<file path="config.mk">
export PLATFORM = sky130hd
export DESIGN_NAME = seq_multiplier
export DESIGN_NICKNAME = d
export VERILOG_FILES = /design/src/rtl/seq_multiplier.sv
export SDC_FILE = /design/constraint.sdc
export NUM_CORES = 1
export LEC_CHECK = 0
export ABC_AREA = 1
export CAP_MARGIN = 20
export CORE_MARGIN = 1
export CORE_UTILIZATION = 55
export CTS_BUF_LIST = sky130_fd_sc_hd__clkbuf_8
export CTS_CLUSTER_DIAMETER = 50
export CTS_CLUSTER_SIZE = 14
export DETAILED_ROUTE_END_ITERATION = 7
export DONT_BUFFER_PORTS = 1
export HOLD_SLACK_MARGIN = 0.12
export PLACE_DENSITY = 0.7
export SYNTH_ARGS = -nofsm -noshare
export SYNTH_HDL_FRONTEND = slang
export SYNTH_SLANG_ARGS = --single-unit
</file>
<file path="constraint.sdc">
create_clock -name i_clk -period 4.4 [get_ports i_clk]
set_input_delay 0.66 -clock i_clk [delete_from_list [all_inputs] [get_ports i_clk]]
set_output_delay 0.66 -clock i_clk [all_outputs]
set_load 0.01 [all_outputs]
</file>
<file path="src/rtl/seq_multiplier.sv">
// seq_multiplier: 32x32 unsigned shift-add multiplier, 32 steps.
// Ports:
//   i_clk, i_reset (sync, active-high)
//   i_start, i_a, i_b  : request and operands
//   o_prod_hi/o_prod_lo: 64-bit product halves
//   o_busy, o_done     : status, o_done is a 1-cycle pulse
module seq_multiplier (
  input  logic        i_clk,
  input  logic        i_reset,
  input  logic        i_start,
  input  logic [31:0] i_a,
  input  logic [31:0] i_b,
  output logic [31:0] o_prod_lo,
  output logic [31:0] o_prod_hi,
  output logic        o_busy,
  output logic        o_done
);

  typedef enum logic [1:0] {
    S_IDLE,
    S_CALC,
    S_DONE
  } state_t;

  state_t      r_state;
  state_t      w_next;
  logic [63:0] r_mcand;
  logic [63:0] r_acc;
  logic [31:0] r_mplier;
  logic [5:0]  r_cnt;
  logic        r_done;
  logic        w_accept;
  logic        w_step;

  always_ff @(posedge i_clk) begin
    if (i_reset) r_state <= S_IDLE;
    else         r_state <= w_next;
  end

  always_comb begin
    w_next   = r_state;
    w_accept = 1'b0;
    w_step   = 1'b0;
    case (r_state)
      S_IDLE: begin
        if (i_start) begin
          w_next   = S_CALC;
          w_accept = 1'b1;
        end
      end
      S_CALC: begin
        w_step = 1'b1;
        // counter reaches 32 on this edge
        if (r_cnt == 6'd31) w_next = S_DONE;
      end
      S_DONE:  w_next = S_IDLE;
      default: w_next = S_IDLE;
    endcase
  end

  // Done is registered so it cannot glitch on the downstream WE
  always_ff @(posedge i_clk) begin
    if (i_reset) r_done <= 1'b0;
    else         r_done <= (w_next == S_DONE);
  end

  always_ff @(posedge i_clk) begin
    if (i_reset) begin
      r_mcand  <= '0;
      r_mplier <= '0;
      r_acc    <= '0;
      r_cnt    <= '0;
    end else if (w_accept) begin
      r_mcand  <= {32'd0, i_a};
      r_mplier <= i_b;
      r_acc    <= '0;
      r_cnt    <= '0;
    end else if (w_step) begin
      if (r_mplier[0]) r_acc <= r_acc + r_mcand;
      r_mcand  <= {r_mcand[62:0], 1'b0};
      r_mplier <= {1'b0, r_mplier[31:1]};
      r_cnt    <= r_cnt + 6'd1;
    end
  end

  assign o_prod_lo = r_acc[31:0];
  assign o_prod_hi = r_acc[63:32];
  assign o_busy    = (r_state != S_IDLE);
  assign o_done    = r_done;

endmodule

</file>
==> results_dict.tcl <==
set metrics [dict create \
    status "finished clean" \
    topRoutingLayerUsed "met4" \
    seq_area_frac_synth_pct 27.4 \
    finalCriticalPeriod_ps 2970 \
    root_buffer "clkbuf_8" \
    final_cells 2371 \
    hp-class "input pin to flop" \
    numCtsBuffers 17 \
    initial_utilization_pct 56.4 \
    antenna_found_initial 0 \
    grt_pass1_vias 10800 \
    yosys_warnings 0 \
    wl_met1_um 17600 \
    synth_ff_type "dfxtp_1" \
    path_max_fanout 53 \
    gp_congestion 0.980 \
    worstPathArrival_ps 3400 \
    htreeDepth 4 \
    fill_cells 2293 \
    clockBufferDepth 2 \
    wl_met2_um 15100 \
    setup_viol 0 \
    cp-start-kind "flop" \
    maxCapViolCount 0 \
    dp.cells 2339 \
    yosysTopAreaCellShare_pct 27.4 \
    wl_met3_um 2300 \
    crit_required_ps 4830 \
    grt_overflow_total 0 \
    via_per_inst 5.13 \
    nNetsFinal 2210 \
    yosys-top-cells-count "nand2_1 (868), inv_1 (387), dfxtp_1 (169), nor2_1 (120), a21oi_1 (84)" \
    reg2regPathDepth 9 \
    reg2reg_from "r_state[0]$_SDFF_PP0_" \
    fp.dieW_um 152 \
    num_rows 54 \
    max_freq_ghz 0.337 \
    yosysMostFrequentCell "nand2_1" \
    dr.pass1.iters 7 \
    io_pins 133 \
    power.density_nw_per_um2 244 \
    cts_hold_buffers 0 \
    clkLatencyLatePin_ps 490 \
    grt_pass1_wl_um 55800 \
    synth_nets 2242 \
    cts_resized 0 \
    core_um2 21900 \
    vdd_drop_max_mv 0.249 \
    area_growth_pct 5.10 \
    fp.dieH_um 152 \
    finalWorstSetupSlack_ps 1430 \
    n_antenna_cell 0 \
    postCtsSetupBuffers 0 \
    cts_sinks 169 \
    antenna_left 0 \
    clkTransAtPathRegs_ps 130 \
    rsz0062_at_grt "no" \
    vias 12200 \
    drtIter0Drc 868 \
    min_path_cells 1 \
    multi_input_area_um2 7220 \
    end_kind "flop" \
    synth_top_cell_by_area "dfxtp_1" \
    avgSynthCellArea_um2 5.85 \
    synthDistinctLibCells 32 \
    async_flop_share_pct 0 \
    slew_headroom_pct 28.1 \
    portBuffers 0 \
    netlist_instances 2110 \
    wl_um 35600 \
    hpwl_um 27800 \
    grt_max_degree 77 \
    whs_endpoint "r_mplier[10]$_SDFFE_PP0P_" \
    reg2reg_to "r_acc[35]$_SDFFE_PP0P_" \
    seqCellArea_um2 3380 \
    drv_slew 0 \
    cts_tree "done" \
    synth_area_leaders "dfxtp_1 (27%), nand2_1 (26%), inv_1 (12%)" \
    skew_ps 26.9 \
    worstHoldStart "i_reset" \
    fp.dieArea_um2 23000 \
    criticalPathCategory "flop to flop" \
    p_leak_nw 6.83 \
    drc 0 \
    synth-edff-count 0 \
    fin_crit_sh_pct 67.5 \
    hold_violations 0 \
    synth-seq-cells 169 \
    place_ws_ps 1490 \
    post_drt_wl_per_cell_um 15.0 \
    r2r_slack_ps 1430 \
    worst_slew_pin_slew_ps 1080 \
    grt_usage_pct 31.5 \
    drive_gt1_share_pct 5.79 \
    syn_area_um2 12300 \
    finalSetupTns_ps 0 \
]
layout make-up:
cell class,instances,share of cell area [%]
Clock buffer,17,1.80
Clock inverter,15,1.61
Inverter,400,11.6
Multi-Input combinational cell,1481,55.7
Sequential cell,169,26.1
Tap cell,280,2.70
Timing Repair Buffer,9,0.521
power breakdown:
part           leakage (nW)  internal (mW)  switching (mW)  total [mW]
clock network         0.216          0.454           0.771        1.23
logic                  5.24         0.0981           0.208       0.306
registers              1.37           1.58          0.0480        1.63
metal layers:
metal  vias up  GRT usage, %
met5         -             0
met4         0          8.22
met3        28          5.39
met2       340          48.3
met1      5404          45.1
li1       6382             -
placed cells by master, fill, tap and decap left out, types with 2 or more instances in the layout:
cell / n
a21oi_1: 84
a31oi_1: 62
buf_4: 9
clkbuf_8: 17
clkinv_1: 5
clkinv_8: 7
dfxtp_1: 169
ha_1: 64
inv_1: 385
inv_12: 3
inv_2: 10
inv_6: 3
nand2_1: 868
nand2_2: 27
nand3_1: 59
nand3_2: 11
nand4_1: 12
nor2_1: 117
nor2_2: 19
nor2_4: 4
nor3_1: 14
nor3_2: 6
nor4_2: 2
o211ai_1: 6
o21a_1: 24
o21ai_0: 36
o21ai_1: 5
o21bai_1: 29
o221ai_1: 2
xnor2_1: 11
xor2_1: 17
cell families (layout without fill, tap and decap cells):
group | after synthesis | count (layout) | share of synthesized area [%]
and+or+nand+nor | 1140 | 1140 | 37.8
adders and majority gates | 65 | 65 | 6.65
AOI/OAI and AO/OA | 248 | 248 | 11.9
buffers and inverters | 460 | 441 | 14.2
DFF | 169 | 169 | 27.4
xor gates and xnor gates | 28 | 28 | 1.99
worst max-delay path by stage:
stage | depth (start not counted) | slack [ps] | to | start
CTS | 9 | 1450 | r_acc[35]$_SDFFE_PP0P_ | r_state[0]$_SDFF_PP0_
detailed placement | 9 | 1490 | r_acc[35]$_SDFFE_PP0P_ | r_state[0]$_SDFF_PP0_
floorplan | 16 | 2410 | r_acc[32]$_SDFFE_PP0P_ | r_acc[0]$_SDFFE_PP0P_
finish | 9 | 1430 | r_acc[35]$_SDFFE_PP0P_ | r_state[0]$_SDFF_PP0_
global route | 9 | 1220 | r_acc[29]$_SDFFE_PP0P_ | r_state[0]$_SDFF_PP0_
global placement | 9 | 1590 | r_acc[29]$_SDFFE_PP0P_ | r_state[0]$_SDFF_PP0_
flip-flops by register name (all words and copies together), names as in the netlist:
signal,count
o_done,1
r_acc,64
r_cnt,6
r_mplier,32
r_state,2
r_mcand,64
critical path, cell delays in order (launching register included):
cell and delay (ps):
dfxtp_1 340, inv_1 60, nor2_4 470, nand2_1 100
buf_4 260, inv_2 690, buf_4 520, o21ai_0 150
o21bai_1 210, inv_1 50
metrics by stage:
step,hold WS (ps),util (%),area [um^2],power [mW]
CTS,195,59.2,13000,3.19
global placement,443,57.2,12500,1.96
floorplan,441,-,12300,1.90
global route,176,59.2,13000,3.29
finish,210,59.2,13000,3.16
detailed placement,451,57.2,12500,1.97
Power figures use the tool's default switching activity.
